==> config.mk <==
export PLATFORM = sky130hd
export DESIGN_NAME = slink_attr_sequencer
export DESIGN_NICKNAME = d
export VERILOG_FILES = /design/src/rtl/slink_attr_sequencer.sv
export SDC_FILE = /design/constraint.sdc
export NUM_CORES = 1
export LEC_CHECK = 0
export CAP_MARGIN = 20
export CELL_PAD_IN_SITES_DETAIL_PLACEMENT = 0
export CELL_PAD_IN_SITES_GLOBAL_PLACEMENT = 2
export CORE_ASPECT_RATIO = 0.5
export CORE_MARGIN = 2
export CORE_UTILIZATION = 30
export DETAILED_ROUTE_END_ITERATION = 8
export PLACE_DENSITY = 0.83
export SYNTH_ARGS = -nofsm -noshare
export SYNTH_HDL_FRONTEND = slang
export SYNTH_SLANG_ARGS = --single-unit
==> constraint.sdc <==
create_clock -name link_clk -period 4.2 [get_ports link_clk]
set_input_delay 0.42 -clock link_clk [delete_from_list [all_inputs] [get_ports link_clk]]
set_output_delay 0.42 -clock link_clk [all_outputs]
set_load 0.02 [all_outputs]
==> src/rtl/slink_attr_sequencer.sv <==
// Attribute command sequencer: pops software commands from the send FIFO, issues
// them on the link request channel and pushes read responses into the receive FIFO.
module slink_attr_sequencer #(
  parameter int unsigned TIMEOUT_CYCLES = 1024,
  parameter int unsigned TIMEOUT_WIDTH  = 16,
  parameter logic [15:0] TIMEOUT_RDATA  = 16'hDEAD
) (
  input  logic        link_clk,
  input  logic        link_reset,
  input  logic        enable,
  input  logic        send_fifo_empty,
  input  logic [15:0] send_attr_addr,
  input  logic [15:0] send_attr_wdata,
  input  logic        send_attr_wr,
  output logic        send_fifo_rinc,
  output logic        attr_req_valid,
  input  logic        attr_req_ready,
  output logic [15:0] attr_req_addr,
  output logic [15:0] attr_req_wdata,
  output logic        attr_req_wr,
  input  logic        attr_rsp_valid,
  input  logic [15:0] attr_rsp_rdata,
  input  logic        recv_fifo_full,
  output logic        recv_fifo_winc,
  output logic [15:0] recv_attr_rdata,
  output logic        busy,
  output logic        err_timeout,
  output logic        err_stray_rsp,
  input  logic        status_clear,
  output logic [15:0] txn_count
);

  typedef enum logic [1:0] {
    S_IDLE,
    S_REQ,
    S_WAIT_RSP,
    S_PUSH
  } state_t;

  localparam bit TIMEOUT_EN = (TIMEOUT_CYCLES != 0);
  localparam logic [TIMEOUT_WIDTH-1:0] TIMER_LAST =
    TIMEOUT_WIDTH'(TIMEOUT_EN ? TIMEOUT_CYCLES - 32'd1 : 32'd0);

  state_t                   r_state;
  state_t                   w_state_nxt;
  logic [TIMEOUT_WIDTH-1:0] r_timer;
  logic [15:0]              r_req_addr;
  logic [15:0]              r_req_wdata;
  logic                     r_req_wr;
  logic [15:0]              r_recv_rdata;
  logic                     r_err_timeout;
  logic                     r_err_stray;
  logic [15:0]              r_txn_count;

  logic w_pop;
  logic w_req_fire;
  logic w_rsp_fire;
  logic w_timeout_fire;
  logic w_push;
  logic w_stray;
  logic w_txn_inc;

  // The pop is gated by reset so a command is never consumed while the block is held in reset.
  assign w_pop          = (r_state == S_IDLE) && enable && !send_fifo_empty && link_reset;
  assign w_req_fire     = (r_state == S_REQ) && attr_req_ready;
  assign w_rsp_fire     = (r_state == S_WAIT_RSP) && attr_rsp_valid;
  assign w_timeout_fire = (r_state == S_WAIT_RSP) && !attr_rsp_valid &&
                          TIMEOUT_EN && (r_timer == TIMER_LAST);
  assign w_push         = (r_state == S_PUSH) && !recv_fifo_full;
  assign w_stray        = attr_rsp_valid && (r_state != S_WAIT_RSP);
  assign w_txn_inc      = (w_req_fire && r_req_wr) || w_push;

  always_comb begin
    // NOTE: default assigned first so every path drives w_state_nxt and no latch is inferred.
    w_state_nxt = r_state;
    case (r_state)
      S_IDLE:     if (w_pop) w_state_nxt = S_REQ;
      S_REQ:      if (w_req_fire) w_state_nxt = r_req_wr ? S_IDLE : S_WAIT_RSP;
      S_WAIT_RSP: if (w_rsp_fire || w_timeout_fire) w_state_nxt = S_PUSH;
      S_PUSH:     if (w_push) w_state_nxt = S_IDLE;
      default:    w_state_nxt = S_IDLE;
    endcase
  end

  always_ff @(posedge link_clk or negedge link_reset) begin
    // NOTE: non-blocking assignments keep every register sampling pre-edge values.
    if (!link_reset) r_state <= S_IDLE;
    else             r_state <= w_state_nxt;
  end

  always_ff @(posedge link_clk or negedge link_reset) begin
    if (!link_reset) begin
      r_req_addr  <= '0;
      r_req_wdata <= '0;
      r_req_wr    <= 1'b0;
    end else if (w_pop) begin
      r_req_addr  <= send_attr_addr;
      r_req_wdata <= send_attr_wdata;
      r_req_wr    <= send_attr_wr;
    end
  end

  // Timer free-runs in WAIT_RSP; it is only compared when the timeout is enabled.
  always_ff @(posedge link_clk or negedge link_reset) begin
    if (!link_reset)                r_timer <= '0;
    else if (w_req_fire)            r_timer <= '0;
    else if (r_state == S_WAIT_RSP) r_timer <= r_timer + TIMEOUT_WIDTH'(1);
  end

  always_ff @(posedge link_clk or negedge link_reset) begin
    if (!link_reset)         r_recv_rdata <= '0;
    else if (w_rsp_fire)     r_recv_rdata <= attr_rsp_rdata;
    else if (w_timeout_fire) r_recv_rdata <= TIMEOUT_RDATA;
  end

  // A set event in the same cycle as status_clear wins; the count restarts from the increment.
  always_ff @(posedge link_clk or negedge link_reset) begin
    if (!link_reset) begin
      r_err_timeout <= 1'b0;
      r_err_stray   <= 1'b0;
      r_txn_count   <= '0;
    end else begin
      r_err_timeout <= w_timeout_fire || (r_err_timeout && !status_clear);
      r_err_stray   <= w_stray || (r_err_stray && !status_clear);
      r_txn_count   <= (status_clear ? 16'd0 : r_txn_count) + {15'd0, w_txn_inc};
    end
  end

  assign send_fifo_rinc  = w_pop;
  assign attr_req_valid  = (r_state == S_REQ);
  assign attr_req_addr   = r_req_addr;
  assign attr_req_wdata  = r_req_wdata;
  assign attr_req_wr     = r_req_wr;
  assign recv_fifo_winc  = w_push;
  assign recv_attr_rdata = r_recv_rdata;
  assign busy            = (r_state != S_IDLE);
  assign err_timeout     = r_err_timeout;
  assign err_stray_rsp   = r_err_stray;
  assign txn_count       = r_txn_count;

endmodule

Word-level counts from Yosys, hierarchy flattened
Index checks and enable logic that the tools add are counted.
{ "totals": {"ff_bits": 85, "output_inout_bits": 71, "elab_cells": 56} }
{ "classes": {"add_sub_neg": 2, "n_eq_ne": 9, "n_mux": 11, "n_reduce_logical": 25} }
{ "op_table": {"columns": ["op", "count"], "rows": [
  ["16-bit two-way mux", 5],
  ["16-bit by 1-bit adder with 16-bit output", 1],
  ["16-bit by 1-bit adder with 16-bit output, second input constant", 1],
  ["16-bit by 10-bit == test with 1-bit output, second input constant", 1],
  ["1-bit logical AND", 12],
  ["2-bit two-way mux", 5],
  ["2-bit != test, second input constant", 4],
  ["2-bit case mux with 4 select lines", 1],
  ["2-bit nonzero test", 3],
  ["2-bit == test, second input constant", 2],
  ["1-bit zero test", 4],
  ["1-bit logical OR", 4],
  ["4-bit AND reduction", 1],
  ["2-bit by 1-bit == test with 1-bit output, second input constant", 1],
  ["2-bit zero test", 1],
  ["2-bit by 1-bit != test with 1-bit output, second input constant", 1]
]} }

Logic depth before layout (Yosys ltp)
Gate-level depths: netlist of the first run.
{ "depth": {"word_depth": 6, "depth_mapped": 9, "depth_no_buf": 8} }

Worst setup path before layout of the first run
No wires, ideal clock.
{ "synth_path": {"path_kind": "reg2reg", "start": "register r_state[0]", "end": "register r_txn_count[15], in the netlist txn_count[15]", "arrival_time_ns": 2.724, "required_ns": 4.122, "slack_ns": 1.398, "stages_incl_launch_ff": 10, "n_path_buf": 1, "path_cell_list": "dfrtp_1 > clkbuf_1 > nor2b_1 > nand2_1 > o21ai_0 > ha_1 > nand4_1 > or4_4 > or3_1 > a21oi_1"} }
{ "synth_via": {"elab_chain_cells": 5, "word_cells_on_any_way": 7, "classes_between": "add/sub: 1; eq/ne: 2; reduce/logical: 4"} }
{ "synth_rtl": {"columns": ["item", "line_no", "text"], "rows": [
  ["from (decl)", "44", "state_t r_state;"],
  ["from (signal assigned)", "88", "else r_state <= w_state_nxt;"],
  ["2-bit by 1-bit == test with 1-bit output", null, null],
  ["net attr_req_valid", "16", "output logic attr_req_valid,"],
  ["1-bit logical AND", "65", "assign w_req_fire = (r_state == S_REQ) && attr_req_ready;"],
  ["1-bit logical AND", "71", "assign w_txn_inc = (w_req_fire && r_req_wr) || w_push;"],
  ["1-bit logical OR", "71", null],
  ["16-bit by 1-bit adder with 16-bit output", "125", "r_txn_count <= (status_clear ? 16'd0 : r_txn_count) + {15'd0, w_txn_inc};"],
  ["to (signal assigned)", "125", null],
  ["to (decl)", "53", "logic [15:0] r_txn_count;"]
]} }
The timed path passes the listed nets, and every way through them passes these cells.
A chain may end at the register's enable or synchronous reset.

Worst setup path after layout of the first run
{ "layout_path": {"start": "input port link_reset", "end": "output port send_fifo_rinc"} }
{ "layout_via": {"elab_chain_cells": 1} }
{ "layout_rtl": {"columns": ["item", "line_no", "text"], "rows": [
  ["from (decl)", "9", "input logic link_reset,"],
  ["1-bit logical AND", "64", "assign w_pop = (r_state == S_IDLE) && enable && !send_fifo_empty && link_reset;"],
  ["to (decl)", "15", "output logic send_fifo_rinc,"]
]} }
Every way passes these cells.

==> results_dict.tcl, run 1 <==
set metrics [dict create \
    status "finished clean" \
    end_kind "output pin" \
    vias 2970 \
    crit_arrival_ns 2.51 \
    cp_common_cell "buf_4" \
    p_leak_nw 2.28 \
    reg2reg_from "r_state[0]" \
    critPathKind "in2out" \
    slew_viol_final 0 \
    cpPeakStageDelay_ns 0.57 \
    drc 0 \
    hold_ws_ns 0.473 \
    clkTransAtPathRegs_ns 0.07 \
    io_pins 128 \
    clk-insertion-delay-late_ns 0.33 \
    ys_ff_latch 85 \
    drive_above_1_share_pct 12.0 \
    avgSynthCellArea_sq_um 11.1 \
    critical_path.max_fanout 33 \
    finalCriticalPeriod_ns 2.93 \
    dieWidth_um 161 \
    vdd_drop_max_uv 364 \
    slowest_stage "clkdlybuf4s50_1" \
    core-area_sq_mm 0.0119 \
    worst_r2r_endpoint "txn_count[15]" \
    clockBufferDepth 2 \
    synth.distinct_cells 39 \
    grt_pass1_vias 2911 \
    dieArea_sq_mm 0.0133 \
    hold_violations 0 \
    pre_cts_slack_ns 1.24 \
    synth_cells 334 \
    cts_sinks 85 \
    synth_top_area_share_pct 57.4 \
    p_per_area_mw_per_mm2 639 \
    yosysWarnings 0 \
    rsz0062_at_grt "no" \
    setup_tns_ns 0 \
    drv_cap 0 \
    numCtsBuffers 9 \
    max_clock_freq_mhz 341 \
    wl_per_cell_um 14.9 \
    worstSetupStartpointType "input pin" \
    relSlewSlack_pct 38.3 \
    grt_max_degree 74 \
    wl_um 9420 \
    syn_area_sq_mm 0.00371 \
    cts_root_buf "clkbuf_16" \
    setup_ws_ns 1.27 \
    grt_overflow 0 \
    synth_commonest_cells "85 x dfrtp_1, 32 x mux2_2, 28 x nor2_1" \
    fp.dieH_um 82.6 \
    synthTopCellsByArea "dfrtp_1 57%, mux2_2 9.7%, o21ai_0 3.2%, nor2_1 2.8%, a21oi_1 2.3%" \
    yosysTopAreaCell "dfrtp_1" \
    final_util_pct 46.0 \
    start_util_pct 31.0 \
    rrSetupSlack_ns 1.53 \
    hp-class "reg2reg" \
    synthArstFlopShare_pct 100 \
    htree_num_levels 3 \
    dr.pass1.iters 4 \
    finalClockSkew_ns 0.00732 \
    first_iter_violations 118 \
    grt_antenna_before_repair 0 \
    worstMarginPinSlew_ns 0.926 \
    synth_most_common_cell "dfrtp_1" \
    synth_edf_count 0 \
    synth-main-ff-cell "dfrtp_1" \
    io_buffers 127 \
    holdCritStartpoint "r_timer[9]" \
    finalSetupViolations 0 \
    place_congestion 0.698 \
    fill_cells 1117 \
    ant_nets 0 \
    cp.required_ns 3.78 \
    nNetsFinal 523 \
    syn_to_final_growth_pct 48.0 \
    min_path_cells 1 \
    timing.critical_path.cells "dlygate4sd3_1 -> buf_4 -> and3b_1 -> nand2_1 -> buf_4 -> inv_1 -> clkdlybuf4s50_1" \
    ys_seq_area_share_pct 57.4 \
    dp_hpwl_um 6560 \
    min_to "r_timer[9]" \
    rows 28 \
    viasPerCell 4.69 \
    grt_usage_pct 14.2 \
    cts_tree "yes" \
    diodes 0 \
    grt_pass1_wl_um 14900 \
    post-route-period-util_pct 69.8 \
    syn_nets 394 \
    ff2ff_path_depth 8 \
]
layout by cell type, fill, tap and decap left out, drive strengths merged, types with 4 or more instances in the layout:
cell type,synthesis,final
xnor2,6,6
dfrtp,85,85
mux2,32,32
o21ai,24,24
clkdlybuf4s50,0,126
nand2b,8,8
nor3,5,5
o31ai,4,4
o22ai,11,11
nand3,10,10
o211ai,4,4
nand2,21,21
a22oi,5,5
buf,7,6
xor2,6,6
clkbuf,8,9
nor2,28,28
a21oi,17,17
nand4,12,12
or3,4,4
inv,8,10
worst max path at each step:
stage	start	slack, ns	cells after the start	to
final	link_reset	1.27	7	send_fifo_rinc
after global routing	link_reset	1.15	7	send_fifo_rinc
after CTS	link_reset	1.23	7	send_fifo_rinc
after detailed placement	attr_req_ready	1.24	8	txn_count[15]
after global placement	attr_req_ready	1.28	8	txn_count[15]
after floorplan	r_state[0]	1.40	9	txn_count[15]
layer usage:
metal | GRT usage, % | vias to the layer above | part of all wire [%]
met4 | 5.09 | 0 | 1.3
met3 | 3.40 | 10 | 2.7
met5 | 0 | - | 0
met2 | 22.0 | 48 | 46
met1 | 19.8 | 1454 | 50
li1 | - | 1458 | -
power breakdown:
part           total (mW)  switching [mW]  leakage, nW  internal (mW)
Sequential           1.25           0.170         1.09           1.08
Clock               0.864           0.340        0.152          0.524
Combinational        1.40           0.692         1.04          0.706
Total                3.51            1.20         2.28           2.31
area by class of cell:
cell class	count	area (sq um)	area share, %
inverters	8	30.0	0.547
repair buffers	133	1320	24.0
multi-input cells	226	1490	27.1
clock inverters	7	97.6	1.78
flip-flops and latches	85	2130	38.7
clock buffers	9	225	4.10
well taps	165	206	3.76
kinds of logic after synthesis:
kind of cell    count (synthesis)  share of synthesized area (%)
buf+inv                        23                           2.53
mux                            35                           10.5
flops                          85                           57.4
fa+ha+maj                       3                           1.01
xor+xnor                       12                           2.83
compound gates                 70                           11.0
simple gates                  106                           14.7
state kept, by name (all words and copies together) (netlist names), named ones only:
name	flops
attr_req_wr	1
recv_attr_rdata	16
attr_req_addr	16
txn_count	16
err_timeout	1
err_stray_rsp	1
r_state	1
attr_req_wdata	16
r_timer	16
critical path, delay by kind of cell:
kind	cells	cell delay, ns
buffers and inverters	5	1.80
and+or+nand+nor	2	0.29
per-stage QoR:
step	area, sq um	cells	power, mW
after floorplan	3710	334	1.97
after global placement	5160	616	2.66
after detailed placement	5160	616	2.67
after CTS	5490	633	3.55
after global routing	5490	633	3.71
final	5490	633	3.51
what timing repair did:
action | in CTS | in global routing
endpoints found under the hold margin | 12 | 0
hold buffers | 1 | 0
buffers inserted | 0 | 0
resized for setup | 0 | 0
(Power assumes the default switching activity.)
==> run 2, diff against run 1 <==
- CORE_UTILIZATION: 30 -> 25
- PLACE_DENSITY: 0.83 -> 0.74
- clock period: 4.2 -> 2.4 ns (I/O delays scaled with it)
==> results_dict.tcl, run 2 (synthesis results as in run 1) <==
set metrics [dict create \
    p_leak_nw 2.33 \
    drc 0 \
    fp.dieH_um 90.1 \
    fin_cells 675 \
    critPathBufInv 3 \
    met1_usage_pct 17.2 \
    diodes 0 \
    grtUsageMet3_pct 3.81 \
    grt_usage_pct 13.2 \
    core-area_sq_mm 0.0145 \
    finalClockSkew_ns 0.00836 \
    numCtsBuffers 9 \
    final_util_pct 38.7 \
    clockBufferDepth 2 \
    placed_area_sq_mm 0.00528 \
    ant_nets 0 \
    finalSetupViolations 0 \
    wl_per_cell_um 15.0 \
    min_to "r_timer[9]" \
    htree_num_levels 3 \
    setup_ws_ns 0.242 \
    use_met2_pct 21.7 \
    first_iter_violations 119 \
    slowest_stage "clkdlybuf4s50_1" \
    critical_path.max_fanout 7 \
    worst_r2r_endpoint "txn_count[15]" \
    place_congestion 0.690 \
    holdCritStartpoint "r_timer[9]" \
    max_clock_freq_mhz 463 \
    fill_cells 1420 \
    slew_viol_final 0 \
    viasPerCell 4.46 \
    clkTransAtPathRegs_ns 0.06 \
    cp.required_ns 2.16 \
    timing.critical_path.cells "buf_4 -> nor2_1 -> nand2_1 -> inv_1 -> clkdlybuf4s50_1" \
    vias 3008 \
    final_common_cell "clkdlybuf4s50_1" \
    post-route-period-util_pct 89.9 \
    grt_max_degree 58 \
    worstMarginPinSlew_ns 0.751 \
    grt_pass1_vias 3049 \
    p_per_area_mw_per_mm2 1100 \
    nNetsFinal 532 \
    rows 31 \
    ff2ff_path_depth 8 \
    hold_violations 0 \
    crit_arrival_ns 1.92 \
    final_cell_area_sq_mm 0.00560 \
    dp_hpwl_um 7190 \
    start_util_pct 25.6 \
    dieWidth_um 176 \
    worstSetupStartpointType "flip-flop" \
    io_pins 128 \
    cts-resized-gates 0 \
    setup_tns_ns 0 \
    dr.pass1.iters 4 \
    syn_to_final_growth_pct 51.1 \
    end_kind "output pin" \
    critical_path.top_delay_family "buffers and inverters" \
    drv_cap 0 \
    min_path_cells 1 \
    io_buffers 127 \
    post_cts_buffers 0 \
    dieArea_sq_mm 0.0159 \
    rrSetupSlack_ns 0.28 \
    grt_antenna_before_repair 0 \
    grt-busiest-layer "met2" \
    cts_hold_buf 1 \
    hp-class "reg2reg" \
    cts_sinks 85 \
    drive_above_1_share_pct 13.6 \
    cts_root_buf "clkbuf_16" \
    vdd_drop_max_uv 426 \
    cts_tree "yes" \
    grt_pass1_wl_um 16500 \
    relSlewSlack_pct 50.0 \
    grt_overflow 0 \
    rsz0062_at_grt "no" \
    dp_cells 658 \
    pre_cts_slack_ns 0.0766 \
    cpPeakStageDelay_ns 0.64 \
    status "finished clean" \
    wl_um 10100 \
    clk-insertion-delay-late_ns 0.34 \
    final_cell_mix "126 x clkdlybuf4s50_1, 85 x dfrtp_1, 32 x mux2_2" \
    finalCriticalPeriod_ns 2.16 \
    critPathKind "reg2out" \
]
==> run 2: cell types whose count changed in the layout (fill, tap and decap cells not counted), moves of 2 or more <==
cell,previous run,this run
clkbuf_1,0,2
clkinv_4,0,2
buf_4,6,15
inv_6,2,0
==> run 2: layout make-up <==
cell class / count / area [sq um] / area share (%)
timing repair buffer: 142 / 1380 / 24.7
multi-input combinational: 226 / 1500 / 26.7
tap: 198 / 248 / 4.42
sequential: 85 / 2130 / 38.0
inverter: 8 / 30.0 / 0.536
clock inverter: 5 / 85.1 / 1.52
clock buffer: 11 / 233 / 4.15
==> run 2: worst max path at each step <==
stage / startpoint / endpoint / depth (start not counted)
2_1_floorplan: r_state[0] / txn_count[15] / 9
3_3_place_gp: attr_req_ready / txn_count[15] / 8
3_5_place_dp: attr_req_ready / txn_count[15] / 8
4_1_cts: flip-flop / send_fifo_rinc / 5
5_1_grt: flip-flop / txn_count[15] / 8
6_report: flip-flop / send_fifo_rinc / 5
==> run 2: stage by stage <==
step                      hold slack (ns)  power, mW
after CTS                           0.473       6.29
after global placement              0.303       4.73
after detailed placement            0.298       4.76
after global routing                0.495       6.55
after floorplan                   -0.0556       3.47
final                               0.476       6.18
==> run 2: power by group <==
part	internal, mW	switching, mW
Sequential	1.88	0.277
Combinational	1.28	1.25
Clock	0.917	0.573
Total	4.08	2.10
==> run 2: routing by layer <==
metal	routed length (um)	vias up
li1	-	1471
met2	4920	38
met3	286	4
met5	0	-
met4	59	0
met1	4850	1495
==> run 3, diff against run 2 <==
- SETUP_SLACK_MARGIN: default -> 0.02
==> results of run 3 <==
The final DEF is identical to that of run 2; final timing and power are the same.
